$ cat src/rtl/ws2812_pkg.sv
// ws2812_pkg: shared definitions for the WS2812 chain driver.
//   - ws_state_e   : frame sequencer states (IDLE / SEND / LATCH)
//   - REG_*        : APB word indices (PADDR[8:2])
//   - CTRL_*/STAT_*: bit positions inside CTRL and STATUS
//   - scale_grb()  : brightness scaling, only present when the optional
//                    feature macro WS2812_BRIGHTNESS_EN is defined.
package ws2812_pkg;

    typedef enum logic [1:0] {
        ST_IDLE  = 2'd0,
        ST_SEND  = 2'd1,
        ST_LATCH = 2'd2
    } ws_state_e;

    localparam logic [6:0] REG_CTRL       = 7'd0;
    localparam logic [6:0] REG_STATUS     = 7'd1;
    localparam logic [6:0] REG_BRIGHT     = 7'd2;
    localparam logic [6:0] REG_COLOR_BASE = 7'd64;

    localparam int CTRL_START_BIT  = 0;
    localparam int CTRL_CONT_BIT   = 1;
    localparam int STAT_BUSY_BIT   = 0;
    localparam int STAT_LATCH_BIT  = 1;
    localparam int STAT_FRAMES_LSB = 8;

`ifdef WS2812_BRIGHTNESS_EN
    // (c * (b + 1)) >> 8 ; b = 255 leaves c unchanged. Max product 255*256 fits 16 bits.
    function automatic logic [7:0] scale_byte(input logic [7:0] c, input logic [7:0] b);
        logic [15:0] prod;
        prod = {8'd0, c} * ({8'd0, b} + 16'd1);
        return prod[15:8];
    endfunction

    function automatic logic [23:0] scale_grb(input logic [23:0] c, input logic [7:0] b);
        return {scale_byte(c[23:16], b), scale_byte(c[15:8], b), scale_byte(c[7:0], b)};
    endfunction
`endif

endpackage

$ cat src/rtl/ws2812_bit_encoder.sv
// ws2812_bit_encoder: times one WS2812 data bit slot.
//   clk_i      : clock
//   rst_ni     : synchronous active-low reset
//   en_i       : sequencer is in SEND; the phase counter runs
//   start_i    : a new frame begins; phase restarts at 0
//   bit_i      : value of the bit being sent
//   led_o      : registered line level (high for T1H or T0H cycles of each slot)
//   bit_done_o : combinational pulse in the last cycle of a slot
module ws2812_bit_encoder #(
    parameter int CLK_PER_BIT = 125,
    parameter int T0H_CLKS    = 40,
    parameter int T1H_CLKS    = 80
) (
    input  logic clk_i,
    input  logic rst_ni,
    input  logic en_i,
    input  logic start_i,
    input  logic bit_i,
    output logic led_o,
    output logic bit_done_o
);

    localparam int PW = (CLK_PER_BIT > 1) ? $clog2(CLK_PER_BIT) : 1;
    localparam logic [PW-1:0] PH_LAST = PW'(CLK_PER_BIT - 1);
    localparam logic [PW-1:0] PH_ONE  = PW'(1);
    localparam logic [PW-1:0] T0H     = PW'(T0H_CLKS);
    localparam logic [PW-1:0] T1H     = PW'(T1H_CLKS);

    logic [PW-1:0] phase_q, phase_d;
    logic          led_q, led_d;
    logic [PW-1:0] high_len_s;

    // Next phase and next line level; the level is registered so LED follows the slot by one edge.
    always_comb begin
        phase_d    = phase_q;
        led_d      = 1'b0;
        high_len_s = bit_i ? T1H : T0H;
        if (start_i) begin
            phase_d = '0;
            led_d   = 1'b0;
        end else if (en_i) begin
            led_d = (phase_q < high_len_s);
            if (phase_q == PH_LAST) begin
                phase_d = '0;
            end else begin
                phase_d = phase_q + PH_ONE;
            end
        end else begin
            phase_d = '0;
            led_d   = 1'b0;
        end
    end

    // Phase counter and output level register.
    always_ff @(posedge clk_i) begin
        if (!rst_ni) begin
            phase_q <= '0;
            led_q   <= 1'b0;
        end else begin
            phase_q <= phase_d;
            led_q   <= led_d;
        end
    end

    assign bit_done_o = en_i & (phase_q == PH_LAST);
    assign led_o      = led_q;

endmodule

$ cat src/rtl/ws2812_chain_apb.sv
// ws2812_chain_apb: APB3 slave streaming NUM_LEDS GRB words to a WS2812 chain.
//   PCLK/PRESERN        : clock, synchronous active-low reset
//   PSEL/PENABLE/PWRITE : APB control; access strobe = PSEL & PENABLE
//   PADDR[8:2]          : word index (0 CTRL, 1 STATUS, 2 BRIGHT, 64+i COLOR[i])
//   PWDATA/PRDATA       : write / combinational read data
//   PREADY              : always 1
//   PSLVERR             : unmapped index, STATUS write or COLOR beyond NUM_LEDS
//   LED                 : serial data line
// Optional feature macro: WS2812_BRIGHTNESS_EN (BRIGHT register and colour scaling).
module ws2812_chain_apb
    import ws2812_pkg::*;
#(
    parameter int NUM_LEDS    = 8,
    parameter int CLK_PER_BIT = 125,
    parameter int T0H_CLKS    = 40,
    parameter int T1H_CLKS    = 80,
    parameter int RESET_CLKS  = 6000
) (
    input  logic        PCLK,
    input  logic        PRESERN,
    input  logic        PSEL,
    input  logic        PENABLE,
    input  logic        PWRITE,
    input  logic [31:0] PADDR,
    input  logic [31:0] PWDATA,
    output logic [31:0] PRDATA,
    output logic        PREADY,
    output logic        PSLVERR,
    output logic        LED
);

    localparam int LW = (NUM_LEDS > 1) ? $clog2(NUM_LEDS) : 1;
    localparam int CW = (RESET_CLKS > 1) ? $clog2(RESET_CLKS) : 1;
    localparam logic [LW-1:0] LED_LAST   = LW'(NUM_LEDS - 1);
    localparam logic [LW-1:0] LED_ONE    = LW'(1);
    localparam logic [CW-1:0] LATCH_LAST = CW'(RESET_CLKS - 1);
    localparam logic [CW-1:0] LATCH_ONE  = CW'(1);
    localparam logic [6:0]    NUM_LEDS_W = 7'(NUM_LEDS);

    ws_state_e     state_q;
    logic [LW-1:0] led_idx_q;
    logic [4:0]    bit_idx_q;
    logic [23:0]   shift_q;
    logic [CW-1:0] latch_cnt_q;
    logic [7:0]    frames_q;
    logic          cont_q;
    logic [23:0]   colors_q [NUM_LEDS];
`ifdef WS2812_BRIGHTNESS_EN
    logic [7:0]    bright_q;
`endif

    logic          strobe_s, err_s, wr_ok_s, color_hit_s;
    logic [6:0]    idx_s;
    logic [5:0]    col_off_s;
    logic [LW-1:0] col_sel_s;
    logic [31:0]   rdata_s;
    logic          start_acc_s, latch_done_s, enc_start_s, bit_done_s, led_s;
    logic [LW-1:0] snap_idx_s;
    logic [23:0]   snap_raw_s, snap_d;
    logic          unused_s;

    assign unused_s = ^{PADDR[31:9], PADDR[1:0], PWDATA[31:24]};

    // Address decode and error classification.
    always_comb begin
        strobe_s    = PSEL & PENABLE;
        idx_s       = PADDR[8:2];
        col_off_s   = idx_s[5:0];
        col_sel_s   = col_off_s[LW-1:0];
        color_hit_s = idx_s[6] && ({1'b0, col_off_s} < NUM_LEDS_W);
        case (idx_s)
            REG_CTRL:   err_s = 1'b0;
            REG_BRIGHT: err_s = 1'b0;
            REG_STATUS: err_s = PWRITE;
            default:    err_s = !color_hit_s;
        endcase
        wr_ok_s = strobe_s & PWRITE & ~err_s;
    end

    // Read data mux; unmapped and out-of-range words read 0.
    always_comb begin
        rdata_s = 32'd0;
        case (idx_s)
            REG_CTRL: begin
                rdata_s[CTRL_CONT_BIT] = cont_q;
            end
            REG_STATUS: begin
                rdata_s[STAT_BUSY_BIT]           = (state_q != ST_IDLE);
                rdata_s[STAT_LATCH_BIT]          = (state_q == ST_LATCH);
                rdata_s[STAT_FRAMES_LSB +: 8]    = frames_q;
            end
            REG_BRIGHT: begin
`ifdef WS2812_BRIGHTNESS_EN
                rdata_s[7:0] = bright_q;
`else
                rdata_s = 32'd0;
`endif
            end
            default: begin
                if (color_hit_s) begin
                    rdata_s = {8'd0, colors_q[col_sel_s]};
                end else begin
                    rdata_s = 32'd0;
                end
            end
        endcase
    end

    // Snapshot source: next LED while sending, LED 0 when a frame (re)starts.
    always_comb begin
        if (state_q == ST_SEND) begin
            snap_idx_s = led_idx_q + LED_ONE;
        end else begin
            snap_idx_s = '0;
        end
        snap_raw_s = colors_q[snap_idx_s];
`ifdef WS2812_BRIGHTNESS_EN
        snap_d = scale_grb(snap_raw_s, bright_q);
`else
        snap_d = snap_raw_s;
`endif
    end

    // START is honoured only from IDLE; continuous mode re-enters SEND at latch end.
    always_comb begin
        start_acc_s  = wr_ok_s && (idx_s == REG_CTRL) && PWDATA[CTRL_START_BIT] && (state_q == ST_IDLE);
        latch_done_s = (state_q == ST_LATCH) && (latch_cnt_q == LATCH_LAST);
        enc_start_s  = start_acc_s | (latch_done_s & cont_q);
    end

    // Frame sequencer: bit/LED indices, shift snapshot, latch timer and frame counter.
    always_ff @(posedge PCLK) begin
        if (!PRESERN) begin
            state_q     <= ST_IDLE;
            led_idx_q   <= '0;
            bit_idx_q   <= 5'd23;
            shift_q     <= 24'd0;
            latch_cnt_q <= '0;
            frames_q    <= 8'd0;
        end else begin
            case (state_q)
                ST_IDLE: begin
                    if (start_acc_s) begin
                        state_q   <= ST_SEND;
                        led_idx_q <= '0;
                        bit_idx_q <= 5'd23;
                        shift_q   <= snap_d;
                    end
                end
                ST_SEND: begin
                    if (bit_done_s) begin
                        if (bit_idx_q == 5'd0) begin
                            if (led_idx_q == LED_LAST) begin
                                state_q     <= ST_LATCH;
                                latch_cnt_q <= '0;
                            end else begin
                                led_idx_q <= led_idx_q + LED_ONE;
                                bit_idx_q <= 5'd23;
                                shift_q   <= snap_d;
                            end
                        end else begin
                            bit_idx_q <= bit_idx_q - 5'd1;
                        end
                    end
                end
                ST_LATCH: begin
                    if (latch_done_s) begin
                        frames_q    <= frames_q + 8'd1;
                        latch_cnt_q <= '0;
                        if (cont_q) begin
                            state_q   <= ST_SEND;
                            led_idx_q <= '0;
                            bit_idx_q <= 5'd23;
                            shift_q   <= snap_d;
                        end else begin
                            state_q <= ST_IDLE;
                        end
                    end else begin
                        latch_cnt_q <= latch_cnt_q + LATCH_ONE;
                    end
                end
                default: begin
                    state_q <= ST_IDLE;
                end
            endcase
        end
    end

    // Software-visible registers: CONT and the colour words.
    always_ff @(posedge PCLK) begin
        if (!PRESERN) begin
            cont_q <= 1'b0;
            for (int i = 0; i < NUM_LEDS; i++) begin
                colors_q[i] <= 24'd0;
            end
        end else begin
            if (wr_ok_s && (idx_s == REG_CTRL)) begin
                cont_q <= PWDATA[CTRL_CONT_BIT];
            end
            for (int i = 0; i < NUM_LEDS; i++) begin
                if (wr_ok_s && color_hit_s && (col_sel_s == LW'(i))) begin
                    colors_q[i] <= PWDATA[23:0];
                end
            end
        end
    end

`ifdef WS2812_BRIGHTNESS_EN
    // Brightness register, full scale after reset.
    always_ff @(posedge PCLK) begin
        if (!PRESERN) begin
            bright_q <= 8'd255;
        end else if (wr_ok_s && (idx_s == REG_BRIGHT)) begin
            bright_q <= PWDATA[7:0];
        end
    end
`endif

    ws2812_bit_encoder #(
        .CLK_PER_BIT (CLK_PER_BIT),
        .T0H_CLKS    (T0H_CLKS),
        .T1H_CLKS    (T1H_CLKS)
    ) u_enc (
        .clk_i      (PCLK),
        .rst_ni     (PRESERN),
        .en_i       (state_q == ST_SEND),
        .start_i    (enc_start_s),
        .bit_i      (shift_q[bit_idx_q]),
        .led_o      (led_s),
        .bit_done_o (bit_done_s)
    );

    assign PRDATA  = rdata_s;
    assign PREADY  = 1'b1;
    assign PSLVERR = strobe_s & err_s;
    assign LED     = led_s;

endmodule

$ cat config.mk
export PLATFORM = sky130hd
export DESIGN_NAME = ws2812_chain_apb
export DESIGN_NICKNAME = d
export VERILOG_FILES = /design/src/rtl/ws2812_pkg.sv /design/src/rtl/ws2812_bit_encoder.sv /design/src/rtl/ws2812_chain_apb.sv
export SDC_FILE = /design/constraint.sdc
export NUM_CORES = 1
export LEC_CHECK = 0
export ABC_CLOCK_PERIOD_IN_PS = 4900
export CORE_MARGIN = 3
export CORE_UTILIZATION = 44
export DETAILED_ROUTE_END_ITERATION = 10
export GPL_TIMING_DRIVEN = 0
export PLACE_DENSITY = 0.67
export SETUP_SLACK_MARGIN = 0.2
export SYNTH_ARGS = -nofsm -noshare
export SYNTH_HDL_FRONTEND = slang
export SYNTH_SLANG_ARGS = --single-unit
$ cat constraint.sdc
create_clock -name PCLK -period 4.9 [get_ports PCLK]
set_input_delay 0.98 -clock PCLK [delete_from_list [all_inputs] [get_ports PCLK]]
set_output_delay 0.98 -clock PCLK [all_outputs]
set_load 0.01 [all_outputs]
==> Word-level counts from Yosys, hierarchy flattened <==
Memories as Yosys holds them, arrays and structs flattened.
Cells that the tools add are included.
{ "totals": {"register_bits": 64, "latchBits": 0, "mem_bits_rw": 192, "romBits": 0, "input_bits": 69, "out_inout_bits": 35, "elab_cells": 166, "memories": 1} }
{ "classes": {"addsub": 5, "n_mul": 0, "n_div": 0, "order_cmp": 3, "n_eq_ne": 22, "shift": 0, "mux": 77, "bitwise": 18, "n_reduce_logical": 31} }
{ "mem_list": {"columns": ["name", "words", "width", "read_ports", "rd_ports_with_merged_regs", "write_ports", "line", "source"], "rows": [
  ["colors_q", 8, 24, 2, 0, 8, "ws2812_chain_apb.sv:47", "logic [23:0] colors_q [NUM_LEDS];"]
]} }
{ "ops": {"columns": ["op", "n"], "rows": [
  ["24-bit two-way mux", 15],
  ["24-bit one-hot mux with 3 select lines", 1],
  ["13-bit two-way mux", 4],
  ["5-bit two-way mux", 6],
  ["1-bit two-way mux", 27],
  ["13-bit one-hot mux with 2 select lines", 1],
  ["3-bit two-way mux", 7],
  ["16-bit two-way mux", 1],
  ["8-bit one-hot mux with 2 select lines", 1],
  ["3-bit equality test, second input constant", 5],
  ["5-bit one-hot mux with 3 select lines", 1],
  ["1-bit logical AND", 14],
  ["2-bit != test, second input constant", 7],
  ["13-bit by 1-bit adder with 13-bit output, second input constant", 1],
  ["13-bit equality test, second input constant", 1],
  ["2-bit two-way mux", 5],
  ["1-bit bitwise OR", 9],
  ["3-bit one-hot mux with 3 select lines", 1],
  ["8-bit by 1-bit adder with 8-bit output, second input constant", 1],
  ["7-bit by 1-bit adder with 7-bit output, second input constant", 1],
  ["7-bit by 1-bit equality test with 1-bit output, second input constant", 1],
  ["7-bit by 2-bit equality test with 1-bit output, second input constant", 1],
  ["7-bit equality test, second input constant", 1],
  ["7-bit logical NOT", 1],
  ["other kinds (32)", 43]
]} }

==> Logic depth before layout (Yosys ltp) <==
Gate-level depths: netlist of run 1.
{ "logic_depth": {"depth_word": 12, "ltp_mapped": 12} }

==> Cells and area by module <==
Synthesis of run 1 repeated with hierarchy kept, for this count alone.
{ "hier_totals": {"cells_unflattened": 1091, "hier_area_um2": 12907.4} }
{ "modules_own_cells": {"columns": ["module", "instances", "cells_each", "area_per_inst_um2", "seq_area_each_um2"], "rows": [
  ["ws2812_chain_apb", 1, 1044, 12504.5, 6886.6],
  ["ws2812_bit_encoder", 1, 47, 402.9, 160.2]
]} }

==> Least setup slack after synthesis of run 1 <==
OpenSTA, ideal clock, no wires.
{ "synth_path": {"path_type": "input -> output", "start": "input PADDR[2]", "end": "output PRDATA[0]", "arrival_time_ns": 2.374, "t_required_ns": 3.920, "slack_ns": 1.546, "stages": 5, "path_buffers": 2, "cell_sequence": "clkbuf_1 -> buf_2 -> mux4_2 -> mux2i_1 -> o21ai_0"} }
{ "synth_between": {"elab_chain_cells": 4, "elab_cells_between_ends": 9} }
{ "synth_lines": {"columns": ["element", "line", "source"], "rows": [
  ["start: declaration", "ws2812_chain_apb.sv:24", "input logic [31:0] PADDR,"],
  ["6-bit by 4-bit < comparator with 1-bit output", "ws2812_chain_apb.sv:70", "color_hit_s = idx_s[6] && ({1'b0, col_off_s} < NUM_LEDS_W);"],
  ["1-bit logical AND", "ws2812_chain_apb.sv:70", null],
  ["24-bit two-way mux", "ws2812_chain_apb.sv:100", "if (color_hit_s) begin"],
  ["1-bit one-hot mux with 2 select lines *", "ws2812_chain_apb.sv:83", "case (idx_s)"],
  ["end: declaration", "ws2812_chain_apb.sv:26", "output logic [31:0] PRDATA,"]
]} }
Mark *: on every way between the ends. The rest lies on a longest branch, timed or not.

==> Worst setup path in the final report of run 1 <==
{ "layout_path": {"start": "input PADDR[4]", "end": "output PRDATA[1]"} }
{ "layout_between": {"elab_chain_cells": 4, "elab_cells_between_ends": 8} }
{ "layout_lines": {"columns": ["element", "line"], "rows": [
  ["6-bit by 4-bit < comparator with 1-bit output", "ws2812_chain_apb.sv:70"],
  ["1-bit logical AND", "ws2812_chain_apb.sv:70"],
  ["24-bit two-way mux", "ws2812_chain_apb.sv:100"],
  ["1-bit one-hot mux with 3 select lines *", "ws2812_chain_apb.sv:83"]
]} }
Marked as above.

==> results of run 1 <==
==> cells in the mapped netlist (all sizes together) (6+ instances only) <==
library cell	instances
nor2	222
nand2	199
edfxtp	192
clkbuf	71
nand3	68
dfxtp	64
a21oi	57
mux4	54
buf	34
inv	34
nor3	31
nand3b	29
o21ai	26
a211oi	25
mux2i	25
a32oi	24
xor2	19
ha	10
and3	9
nand4	9
nand2b	7
and2	6
==> per-layer routing <==
metal,part of all wire (%),GRT usage (%),wire length [um],up-vias
met3,13,7.41,5290,157
met5,0,0,0,-
met4,5.5,12.9,2300,0
met1,37,32.8,15500,5067
met2,45,40.8,18600,719
li1,-,-,-,4736
==> what timing repair did <==
action | 4_1_cts | 5_1_grt
hold buffers | 0 | 0
setup endpoints to repair | 22 | 8
gates resized for setup | 10 | 12
endpoints found under the hold margin | 0 | 0
==> per-stage QoR <==
stage               TNS (ns)  utilization (%)  area (um^2)  setup WS [ns]  hold slack, ns
global route               0             52.5        15300          0.191           0.485
finish                     0             52.5        15300          0.264           0.473
floorplan                  0                -        13200           1.55           0.430
CTS                        0             52.4        15200          0.141           0.471
global placement      -10.30             49.1        14300         -0.234           0.442
detailed placement    -10.80             49.1        14300         -0.275           0.455
==> logic make-up after synthesis <==
group / share of synthesized area (%)
and+or+nand+nor: 20.4
DFF: 53.5
AOI/OAI and AO/OA: 7.84
buffers and inverters: 4.55
muxes: 11.2
xor gates and xnor gates: 1.53
adders and majority gates: 0.950
other: 0.0570
==> worst max-delay path: stages <==
cell and delay [ns]:
clkdlybuf4s50_1 0.50, clkbuf_1 0.51, clkdlybuf4s15_2 0.63, nand3_1 0.15, a21oi_1 0.28, clkdlybuf4s50_1 0.60
==> flip-flops by register name, summed over array words and instances (netlist names) <==
| register | flops |
|---|---|
| bit_idx_q | 5 |
| colors_q | 192 |
| cont_q | 1 |
| frames_q | 8 |
| latch_cnt_q | 13 |
| led_idx_q | 3 |
| shift_q | 24 |
| state_q | 2 |
| u_enc.led_o | 1 |
| u_enc.phase_q | 7 |
==> power groups by stage <==
stage | logic (mW) | clock network, mW | registers, mW
after CTS | 0.353 | 2.15 | 2.48
after global placement | 0.347 | 0 | 2.52
after detailed placement | 0.351 | 0 | 2.53
final | 0.361 | 2.15 | 2.48
after global routing | 0.383 | 2.23 | 2.49
after floorplan | 0.222 | 0 | 2.50
==> worst min-delay path by stage <==
stage                           startpoint                     endpoint
2_1_floorplan  u_enc.phase_q[0]$_SDFF_PP0_  u_enc.phase_q[0]$_SDFF_PP0_
3_3_place_gp   u_enc.phase_q[0]$_SDFF_PP0_  u_enc.phase_q[0]$_SDFF_PP0_
3_5_place_dp   u_enc.phase_q[0]$_SDFF_PP0_  u_enc.phase_q[0]$_SDFF_PP0_
4_1_cts        u_enc.phase_q[0]$_SDFF_PP0_  u_enc.phase_q[0]$_SDFF_PP0_
5_1_grt        u_enc.phase_q[0]$_SDFF_PP0_  u_enc.phase_q[0]$_SDFF_PP0_
6_report       u_enc.phase_q[0]$_SDFF_PP0_  u_enc.phase_q[0]$_SDFF_PP0_
==> layout make-up <==
type	count	area share, %
buffer	105	3.20
clock buffer	35	4.90
timing repair buffer	61	4.11
multi-input combinational	882	36.5
antenna	1	0.0164
tap	384	3.15
clock inverter	15	1.16
sequential	256	46.1
inverter	35	0.860
==> results.ini, run 1 <==
[status]
outcome = complete, no violations

[floorplanning]
core_area_um2 = 29100
die_h_um = 179
io_pins = 104
initial_utilization_pct = 45.3
row_count = 62
die_width_um = 179
die_area_um2 = 32100

[layout]
fin_cells = 1774
fillers = 2560
final_cell_mix = nor2_1 (219), nand2_1 (195), edfxtp_1 (192)
area_growth_pct = 15.9
mostFrequentLayoutCell = nor2_1
drive_above_1_share_pct = 10.7
fin_nets = 1448
multi_input_area_um2 = 5570
seq_area_um2 = 7050

[setup_path]
reg2reg_from = led_idx_q[0]$_SDFFE_PN0P_
timing.rr.end = shift_q[19]$_SDFFE_PN0P_
r2r_cells = 9
crit_type = in2out
start_kind = input pin
crit_path_max_fanout = 10
critPathArrivalTime_ns = 3.66
crit_required_ns = 3.92
crit_path_end = PRDATA[1]
r2r_slack_ns = 1.92
end_kind = primary output
startpoint = PADDR[4]

[placement]
place.detailed.hpwl_mm = 27.6
place.gp.congestion = 0.957
dp.cells = 1722
portBuffers = 60

[synth]
yosys-top-cells-area = edfxtp_1 (44%), dfxtp_1 (9.7%), mux4_2 (9.2%), nor2_1 (6.2%), nand2_1 (5.7%)
synthArstFlopShare_pct = 0
syn-cell-area_um2 = 13200
yosysWarningCount = 0
ys.flop_type = edfxtp_1
synth-edff-count = 192
synth_top_area_cell = edfxtp_1
seq_area_frac_synth_pct = 53.5
synth_top_area_share_pct = 43.8
synth-seq-cells = 256
ys_types = 63
avgSynthCellArea_um2 = 10.4
syn_inst = 1271

[clocking]
clockBufferDepth = 3
clkTransAtPathRegs_ns = 0.06
clk_latency_ns = 0.55
cts_sinks = 256
cts_made_buffers = 28
post_cts_buffers = 0
cts_tree = done
cts-htree-levels = 1
cts_root_buf = clkbuf_16

[worst_hold_path]
whs_path_depth = 1
hold_path_class = reg2reg

[drt]
drt_iter0_drc = 1470
vias = 10700
ant_nets = 0
finalWirelength_mm = 41.7
drc_errors = 0
via_per_inst = 6.02
wl_per_cell_um = 23.5
first_pass_iters = 8

[pwr]
power.density_nw_per_um2 = 327
max-vdd-ir-drop_mv = 0.237
seqPwrFrac_pct = 49.7
power.total_mw = 4.99
p_int_mw = 3.87
combPwrFrac_pct = 7.2
p_sw_mw = 1.13
power_switching_share_pct = 22.6
p_clk_share_pct = 43.0
p_leak_nw = 5.44

[job]
max-cap-violations = 0

[global_route]
grt_max_degree = 25
grt_pass1_vias = 10600
grtUsageTotal_pct = 25.9
grt_pass1_wl_mm = 61.7
antenna_found_initial = 0
grt_overflow = 0

[sta]
drv_slew = 0
period_share_pct = 94.6
worstMarginPinSlew_ns = 1.40
max_slew_margin_pct = 6.67
rsz0062_at_grt = yes
finClkSkew_ns = 0.0118
clock.fmax_mhz = 216
finalCriticalPeriod_ns = 4.64
setup_viol = 0
hold_viol = 0

No activity file was read; power rests on OpenSTA's default activity.
==> run 2, diff against run 1 <==
ABC_CLOCK_PERIOD_IN_PS = not set   (was 4900)
PLACE_DENSITY = not set   (was 0.67)
PLACE_DENSITY_LB_ADDON = 0.3   (was not set)
==> run 2 against run 1 <==
Against the previous run:
- utilization increased by 0.25 points
- critical path type unchanged
- die area unchanged
- non-clock buffer count unchanged
==> results.ini, run 2 (synthesis results as in run 1) <==
[floorplanning]
core_area_um2 = 29100  ; unchanged
die_width_um = 179  ; unchanged
initial_utilization_pct = 45.3  ; unchanged
row_count = 62  ; unchanged
die_h_um = 179  ; unchanged
die_area_um2 = 32100  ; unchanged
io_pins = 104  ; unchanged

[global_route]
grt_pass1_vias = 10500  ; -0.34%
grt-busiest-layer = met2
grt_pass1_wl_mm = 61.9  ; +0.41%
grt_max_degree = 25  ; unchanged
antenna_found_initial = 1  ; +1
met1_usage_pct = 32.8  ; about the same
grtUsageTotal_pct = 25.9  ; about the same
grt_overflow = 0  ; unchanged
use_met2_pct = 41.6  ; +0.76 points
met3_usage_pct = 6.16  ; -1.2 points

[placement]
place.detailed.hpwl_mm = 27.9  ; +0.98%
portBuffers = 60  ; unchanged
place.gp.congestion = 0.962  ; +0.50%

[clocking]
clkTransAtPathRegs_ns = 0.06  ; about the same
cts_sinks = 256  ; unchanged
cts_tree = done
clockBufferDepth = 3  ; unchanged
clk_latency_ns = 0.57  ; +0.02 ns
postCtsHoldBufs = 0  ; unchanged
cts_made_buffers = 28  ; unchanged
cts_root_buf = clkbuf_16
cts-htree-levels = 1  ; unchanged

[worst_hold_path]
hp-start = u_enc.phase_q[0]$_SDFF_PP0_
hold_path_class = reg2reg

[setup_path]
crit_type = in2out
worstPathCellList = clkdlybuf4s50_1 > clkbuf_2 > clkbuf_2 > mux4_2 > mux2i_1 > o21ai_0 > clkdlybuf4s50_1
cp_top_family = buffers and inverters
crit_required_ns = 3.92  ; about the same
startpoint = PADDR[3]
start_kind = input pin
crit_path_max_fanout = 10  ; unchanged
end_kind = primary output
cpPeakStageDelay_ns = 0.63  ; about the same
critPathArrivalTime_ns = 3.68  ; +0.02 ns
path_buf_inv = 4  ; unchanged
reg2reg_from = led_idx_q[0]$_SDFFE_PN0P_
crit_slowest_cell = clkdlybuf4s50_1

[pwr]
power_switching_share_pct = 23.0  ; +0.42 points
max-vdd-ir-drop_mv = 0.273  ; +15%
power.total_mw = 5.13  ; +2.7%
p_leak_nw = 5.47  ; +0.53%
p_int_mw = 3.95  ; +2.2%
power.density_nw_per_um2 = 334  ; +2.2%
p_clk_share_pct = 44.5  ; +1.5 points
combPwrFrac_pct = 7.1  ; about the same
seqPwrFrac_pct = 48.5  ; -1.2 points
p_sw_mw = 1.18  ; +4.6%

[drt]
wl_per_cell_um = 23.8  ; +1.1%
drc_errors = 0  ; unchanged
ant_nets = 0  ; unchanged
via_per_inst = 6.11  ; +1.6%
drt_iter0_drc = 1644  ; +12%
finalWirelength_mm = 42.2  ; +1.2%
first_pass_iters = 6  ; -2
vias = 10900  ; +1.7%

[sta]
max_slew_margin_pct = 4.50  ; -2.2 points
worstMarginPinSlew_ns = 1.43  ; +0.0326 ns
whs_ns = 0.474  ; +0.000561 ns
finClkSkew_ns = 0.0228  ; +0.0110 ns
setup_viol = 0  ; unchanged
hold_viol = 0  ; unchanged
fin_setup_tns_ns = 0  ; unchanged
period_share_pct = 95.0  ; +0.44 points
drv_slew = 0  ; unchanged
finalCriticalPeriod_ns = 4.66  ; +0.0215 ns
rsz0062_at_grt = no
clock.fmax_mhz = 215  ; -0.46%

[layout]
area_growth_pct = 16.5
multi_input_area_um2 = 5570  ; about the same
drive_above_1_share_pct = 10.9  ; +0.20 points
fillers = 2535  ; -0.98%
largest_reg_flops = 192  ; unchanged
seq_area_um2 = 7050  ; unchanged
final_cell_mix = nor2_1 (219), nand2_1 (196), edfxtp_1 (192)
mostFrequentLayoutCell = nor2_1
fin_nets = 1448  ; unchanged
regMostFlops = colors_q
largest_registers = colors_q (192), shift_q (24), latch_cnt_q (13)

[job]
max-cap-violations = 0  ; unchanged

[status]
outcome = complete, no violations

==> run 2: power by group through the flow <==
stage / logic [mW] / clock network, mW / registers, mW
after floorplan: 0.222 / 0 / 2.50
after global placement: 0.346 / 0 / 2.52
after detailed placement: 0.352 / 0 / 2.53
after CTS: 0.354 / 2.28 / 2.48
after global routing: 0.383 / 2.36 / 2.49
final: 0.364 / 2.28 / 2.49
==> run 2: area by class of cell <==
class	count	share of cell area, %
Antenna cell	1	0.0163
Buffer	105	3.24
Clock buffer	30	4.62
Clock inverter	22	1.85
Inverter	35	0.856
Multi-Input combinational cell	882	36.3
Sequential cell	256	45.9
Tap cell	384	3.13
Timing Repair Buffer	61	4.09
==> run 2: final timing paths <==
path	endpoint	slack, ns	cells past startpoint
max	PRDATA[13]	0.24	7
min	u_enc.phase_q[0]$_SDFF_PP0_	0.47	1
max reg2reg	shift_q[18]$_SDFFE_PN0P_	1.91	9
min reg2reg	u_enc.phase_q[0]$_SDFF_PP0_	0.47	1
==> run 2: routing by layer <==
layer,vias up,routed length (um),share of wire [%]
met4,0,2280,5.4
met5,-,0,0
met1,5175,15600,37
met3,176,5080,12
met2,773,19300,46
li1,4734,-,-
==> run 2: what timing repair did <==
action                                  4_1_cts  5_1_grt
endpoints found under the setup margin       22        6
setup buffers                                 0        0
pin swaps                                     0        0
hold endpoints to repair                      0        0
resized for setup                            10        9
==> run 2: worst reg2reg max path: cells and delay by family (launching register included) <==
kind / cells / cell delay, ns
compound gates: 2 / 0.51
fa+ha+maj: 2 / 0.52
simple gates: 3 / 0.43
flops: 1 / 0.33
buf+inv: 2 / 1.13
==> run 2: per-stage QoR <==
step	area, um^2	instances	utilization [%]	setup slack (ns)
after floorplan	13200	1278	-	1.55
after global placement	14300	1722	49.1	-0.242
after detailed placement	14300	1722	49.1	-0.273
after CTS	15300	1774	52.6	0.134
after global routing	15300	1775	52.7	0.206
final	15300	1776	52.7	0.243
